[src/rtl/kpn_split_controller_if.sv]
// kpn_split_controller_if: channel bundle for one KPN split node.
// Carries the input channel and both output channels, each with a
// valid/ready handshake.
// The master modport is the controller's view. The slave modport is the
// environment's view, covering the upstream FIFO and both consumers.
interface kpn_split_controller_if #(
  parameter int DATA_W = 16
);
  logic [DATA_W-1:0] in_data;
  logic              in_valid;
  logic              in_ready;
  logic [DATA_W-1:0] out1_data;
  logic              out1_valid;
  logic              out1_ready;
  logic [DATA_W-1:0] out2_data;
  logic              out2_valid;
  logic              out2_ready;

  modport master (
    input  in_data, in_valid, out1_ready, out2_ready,
    output in_ready, out1_data, out1_valid, out2_data, out2_valid
  );

  modport slave (
    output in_data, in_valid, out1_ready, out2_ready,
    input  in_ready, out1_data, out1_valid, out2_data, out2_valid
  );
endinterface

[src/rtl/kpn_split_controller.sv]
// kpn_split_controller: flow-controlled split for one KPN node.
// The controller accepts one token from the input channel and offers a copy
// on each of the two output channels. The token retires only after both
// consumers have taken it, which gives blocking-write Kahn semantics.
// The optional macro SPLIT_TOKEN_STATS_EN builds a saturating counter of
// retired tokens. When the macro is undefined, tok_count_o is tied to zero.
module kpn_split_controller #(
  parameter int DATA_W = 16,
  parameter int CNT_W  = 16
) (
  input  logic                   clk_i,
  input  logic                   reset_i,
  kpn_split_controller_if.master bus,
  output logic                   busy_o,
  output logic                   token_done_o,
  output logic [CNT_W-1:0]       tok_count_o
);

  typedef enum logic [0:0] {
    ST_IDLE    = 1'b0,
    ST_DELIVER = 1'b1
  } state_e;

  state_e            state_q;
  logic [DATA_W-1:0] hold_q;
  logic              pend1_q;
  logic              pend2_q;
  logic              busy_q;
  logic              token_done_q;

  logic              pend1_d;
  logic              pend2_d;
  logic              accept_s;
  logic              retire_s;

  // Compute the next pending bits and detect the accept and retire events.
  always_comb begin
    pend1_d  = pend1_q && !bus.out1_ready;
    pend2_d  = pend2_q && !bus.out2_ready;
    accept_s = (state_q == ST_IDLE) && bus.in_valid;
    if (state_q == ST_DELIVER) begin
      retire_s = !pend1_d && !pend2_d;
    end else begin
      retire_s = 1'b0;
    end
  end

  // Handle the split sequencing FSM and all of its registered outputs.
  always_ff @(posedge clk_i) begin
    if (reset_i) begin
      state_q      <= ST_IDLE;
      hold_q       <= {DATA_W{1'b0}};
      pend1_q      <= 1'b0;
      pend2_q      <= 1'b0;
      busy_q       <= 1'b0;
      token_done_q <= 1'b0;
    end else begin
      token_done_q <= 1'b0;
      case (state_q)
        ST_IDLE: begin
          if (accept_s) begin
            hold_q  <= bus.in_data;
            pend1_q <= 1'b1;
            pend2_q <= 1'b1;
            busy_q  <= 1'b1;
            state_q <= ST_DELIVER;
          end else begin
            state_q <= ST_IDLE;
          end
        end
        ST_DELIVER: begin
          // Each copy clears independently; the token retires when the last one goes.
          pend1_q <= pend1_d;
          pend2_q <= pend2_d;
          if (retire_s) begin
            busy_q       <= 1'b0;
            token_done_q <= 1'b1;
            state_q      <= ST_IDLE;
          end else begin
            state_q <= ST_DELIVER;
          end
        end
        default: begin
          pend1_q <= 1'b0;
          pend2_q <= 1'b0;
          busy_q  <= 1'b0;
          state_q <= ST_IDLE;
        end
      endcase
    end
  end

  // in_ready is the one combinational output: it must drop while reset is high.
  assign bus.in_ready   = (state_q == ST_IDLE) && !reset_i;
  assign bus.out1_valid = pend1_q;
  assign bus.out2_valid = pend2_q;
  assign bus.out1_data  = hold_q;
  assign bus.out2_data  = hold_q;
  assign busy_o         = busy_q;
  assign token_done_o   = token_done_q;

`ifdef SPLIT_TOKEN_STATS_EN
  logic [CNT_W-1:0] tok_count_q;

  // Count retired tokens and saturate at the all-ones value.
  always_ff @(posedge clk_i) begin
    if (reset_i) begin
      tok_count_q <= {CNT_W{1'b0}};
    end else if (retire_s && (tok_count_q != {CNT_W{1'b1}})) begin
      tok_count_q <= tok_count_q + CNT_W'(1);
    end else begin
      tok_count_q <= tok_count_q;
    end
  end

  assign tok_count_o = tok_count_q;
`else
  assign tok_count_o = {CNT_W{1'b0}};
`endif

endmodule

[src/flat_wrapper.sv]
// flat-port wrapper written by rule: the top's interface ports become plain ports
module kpn_split_controller_flat 
#(
  parameter int DATA_W = 16,
  parameter int CNT_W  = 16
)
  (clk_i, reset_i, busy_o, token_done_o, tok_count_o, bus_in_data, bus_in_valid, bus_out1_ready, bus_out2_ready, bus_in_ready, bus_out1_data, bus_out1_valid, bus_out2_data, bus_out2_valid);
  kpn_split_controller_if #(.DATA_W(DATA_W)) bus_i ();
  input  logic clk_i;
  input  logic reset_i;
  output logic busy_o;
  output logic token_done_o;
  output logic [CNT_W-1:0] tok_count_o;
  input wire logic [$bits(bus_i.in_data)-1:0] bus_in_data;
  input wire logic [$bits(bus_i.in_valid)-1:0] bus_in_valid;
  input wire logic [$bits(bus_i.out1_ready)-1:0] bus_out1_ready;
  input wire logic [$bits(bus_i.out2_ready)-1:0] bus_out2_ready;
  output wire logic [$bits(bus_i.in_ready)-1:0] bus_in_ready;
  output wire logic [$bits(bus_i.out1_data)-1:0] bus_out1_data;
  output wire logic [$bits(bus_i.out1_valid)-1:0] bus_out1_valid;
  output wire logic [$bits(bus_i.out2_data)-1:0] bus_out2_data;
  output wire logic [$bits(bus_i.out2_valid)-1:0] bus_out2_valid;
  assign bus_i.in_data = bus_in_data;
  assign bus_i.in_valid = bus_in_valid;
  assign bus_i.out1_ready = bus_out1_ready;
  assign bus_i.out2_ready = bus_out2_ready;
  assign bus_in_ready = bus_i.in_ready;
  assign bus_out1_data = bus_i.out1_data;
  assign bus_out1_valid = bus_i.out1_valid;
  assign bus_out2_data = bus_i.out2_data;
  assign bus_out2_valid = bus_i.out2_valid;
  kpn_split_controller #(.DATA_W(DATA_W), .CNT_W(CNT_W)) u_core (.clk_i(clk_i), .reset_i(reset_i), .bus(bus_i), .busy_o(busy_o), .token_done_o(token_done_o), .tok_count_o(tok_count_o));
endmodule
[config.mk]
export PLATFORM = sky130hd
export DESIGN_NAME = kpn_split_controller_flat
export DESIGN_NICKNAME = d
export VERILOG_FILES = /design/src/rtl/kpn_split_controller_if.sv /design/src/rtl/kpn_split_controller.sv /design/src/flat_wrapper.sv
export SDC_FILE = /design/constraint.sdc
export NUM_CORES = 1
export LEC_CHECK = 0
export BUFFER_PORTS_ARGS = -buffer_cell sky130_fd_sc_hd__buf_2
export CAP_MARGIN = 10
export CORE_UTILIZATION = 40
export DETAILED_ROUTE_END_ITERATION = 6
export GPL_TIMING_DRIVEN = 0
export PLACE_DENSITY_LB_ADDON = 0.15
export SLEW_MARGIN = 25
export SYNTH_ARGS = -nofsm -noshare
export SYNTH_HDL_FRONTEND = slang
export SYNTH_SLANG_ARGS = --single-unit
export TNS_END_PERCENT = 1
[constraint.sdc]
create_clock -name clk_i -period 3 [get_ports clk_i]
set_input_delay 0 -clock clk_i [delete_from_list [all_inputs] [get_ports clk_i]]
set_output_delay 0 -clock clk_i [all_outputs]
set_load 0.01 [all_outputs]
==> impl_metrics.tcl <==
set metrics [dict create \
    hpwlAfterDp_um 1650 \
    clkTransAtPathRegs_ns 0.11 \
    power_frac_seq_pct 49.6 \
    ant_nets 0 \
    cts.path.max_buffers 2 \
    core_um2 2500 \
    setup_viol 0 \
    io_buffers 57 \
    power.internal_uw 449 \
    clock-sinks 21 \
    cts_tree "yes" \
    fillerInstances 234 \
    initial_utilization_pct 42.5 \
    ios 74 \
    fin_setup_tns_ns 0 \
    area_growth_pct 55.1 \
    synth.cell_area_um2 1060 \
    start_kind "flop" \
    drive_gt1_share_pct 53.9 \
    numCtsBuffers 3 \
    viasPerCell 4.19 \
    pwr_density_cell_nw_per_um2 383 \
    ir_drop_mv 0.248 \
    slowest_delay_ns 0.46 \
    synthCells 125 \
    first_pass_iters 4 \
    total_power_uw 631 \
    place_congestion 0.602 \
    crit_chain "nor2b_1, buf_4, buf_4, a21oi_1, nor2_1" \
    die_y_um 53.5 \
    ys_seq_area_share_pct 39.6 \
    post_cts_buffers 0 \
    detail_route.wl_per_cell_um 9.66 \
    drc 0 \
    root_buffer "clkbuf_4" \
    arrival_ns 1.36 \
    clkPwrFrac_pct 21.4 \
    outcome "completed" \
    fmaxAchievable_ghz 0.856 \
    startpoint "u_core.state_q" \
    fp-row-count 18 \
    htree_levels 1 \
    drt_iter0_drc 8 \
    crit_required_ns 3.19 \
    crit_type "flop to flop" \
    die_area_um2 2870 \
    die_w_um 53.5 \
    p_sw_uw 182 \
    max_slew_margin_pct 65.8 \
    p_leak_nw 0.890 \
    gr-total-overflow 0 \
    syn_avg_cell_area_um2 8.50 \
    routed_wl_um 2410 \
    power_frac_comb_pct 29.0 \
    antenna_found_initial 0 \
    maxSlewViolCount 0 \
    min_path_type "primary input to flop" \
    clk_latency_ns 0.30 \
    ys_warn_count 0 \
    ys_types 16 \
    first_global_vias 913 \
    hold_viol 0 \
    p_sw_share_pct 28.9 \
    worst-path-max-fanout 10 \
    endpoint_kind "flop" \
    holdCritStartpoint "bus_out2_ready" \
    vias 1044 \
    maxCapViolations 0 \
    track_usage_pct 18.1 \
    tightest_slew_ns 0.513 \
    grt_max_degree 12 \
    cp_slowest_cell "dfxtp_1" \
    timing.rr.start "u_core.state_q" \
    min_period_ns 1.17 \
    diodes 0 \
    skew_ns 0.00147 \
    grt_pass1_wl_um 3680 \
    fin_nets 241 \
    worst_path_most_repeated_cell "buf_4" \
    ys_ff_latch 21 \
    min_period_over_period_pct 38.9 \
    rsz0062_at_grt "false" \
]
==> registers in the layout, indices dropped and copies added (netlist names) <==
register               cells
u_core.bus.out1_data      16
u_core.bus.out1_valid      1
u_core.bus.out2_valid      1
u_core.busy_o              1
u_core.state_q             1
u_core.token_done_o        1
==> cells by family (layout without fill, tap and decap cells) <==
family	count (synthesis)	count (layout)	synth area share (%)
compound gates	19	19	13.1
flops	21	21	39.6
simple gates	44	44	18.8
buf+inv	40	119	28.2
other cells	1	16	0.353
==> cell type report <==
class	count	area, µm²	area share, %
clock buffer	4	26.3	1.59
inverter	2	7.51	0.456
buffer	38	292	17.7
sequential	21	420	25.5
multi-input combinational	79	399	24.2
tap	30	37.5	2.28
timing repair buffer	75	465	28.2
==> path summary, 6_finish.rpt <==
| kind | end | slack, ns | cells after the start |
|---|---|---|---|
| min reg2reg | u_core.bus.out1_data[15] | 0.48 | 2 |
| max reg2reg | u_core.bus.out1_valid | 1.83 | 5 |
| max | u_core.bus.out1_valid | 1.83 | 5 |
| min | u_core.bus.out2_valid | 0.01 | 4 |
==> power groups by stage <==
stage	registers, mW	logic (mW)	clock network, mW
final	0.313	0.183	0.135
after global routing	0.316	0.204	0.155
after CTS	0.313	0.183	0.141
after detailed placement	0.320	0.164	0
after global placement	0.318	0.162	0
after floorplan	0.326	0.103	0
==> metrics by stage <==
step	hold slack [ns]	setup slack [ns]	util [%]	area, µm²	cells
after global placement	0.206	1.90	57.7	1440	227
after global routing	0.0637	1.71	65.9	1650	249
after floorplan	0.0716	1.99	-	1120	140
after CTS	0.00233	1.83	65.9	1650	249
final	0.0114	1.83	65.9	1650	249
after detailed placement	0.204	1.85	57.7	1440	227
==> layout by cell type, fill, tap and decap left out <==
master,netlist,final
dfxtp_1,21,21
nor2b_1,2,2
nor3_1,2,2
buf_4,35,35
a21oi_1,8,8
conb_1,1,16
buf_12,1,1
a21oi_2,10,10
buf_2,1,58
clkbuf_4,0,3
nor2_1,5,5
o221a_2,1,1
clkbuf_1,0,1
nand2_2,10,10
inv_1,2,2
nand2b_1,1,1
buf_1,1,1
dlygate4sd3_1,0,18
nand2_1,24,24
==> timing repair <==
item	4_1_cts	5_1_grt
hold buffers	18	0
setup endpoints to repair	0	0
resized for setup	0	0
endpoints found under the hold margin	19	0
==> metal layers <==
metal,GRT usage (%),wire [µm],up-vias
met4,11.4,37,0
met2,32.9,1310,40
li1,-,-,531
met1,19.2,925,469
met3,2.82,135,4
met5,0,0,-
==> critical path, delay by kind of cell, from the launching register on <==
kind / cells / cell delay, ns
buf+inv: 2 / 0.35
flops: 1 / 0.46
compound gates: 1 / 0.13
simple gates: 2 / 0.12
==> Yosys cell counts <==
master	number	share of area, %
a21oi_1	8	3.8
buf_12	1	1.9
conb_1	1	0.35
buf_1	1	0.35
buf_4	35	25
nor3_1	2	0.94
dfxtp_1	21	40
nand2_2	10	5.9
nand2_1	24	8.5
o221a_2	1	1.1
nand2b_1	1	0.59
buf_2	1	0.47
nor2_1	5	1.8
a21oi_2	10	8.2
inv_1	2	0.71
nor2b_1	2	1.2
Note: power is estimated with default switching activity, not from simulation.
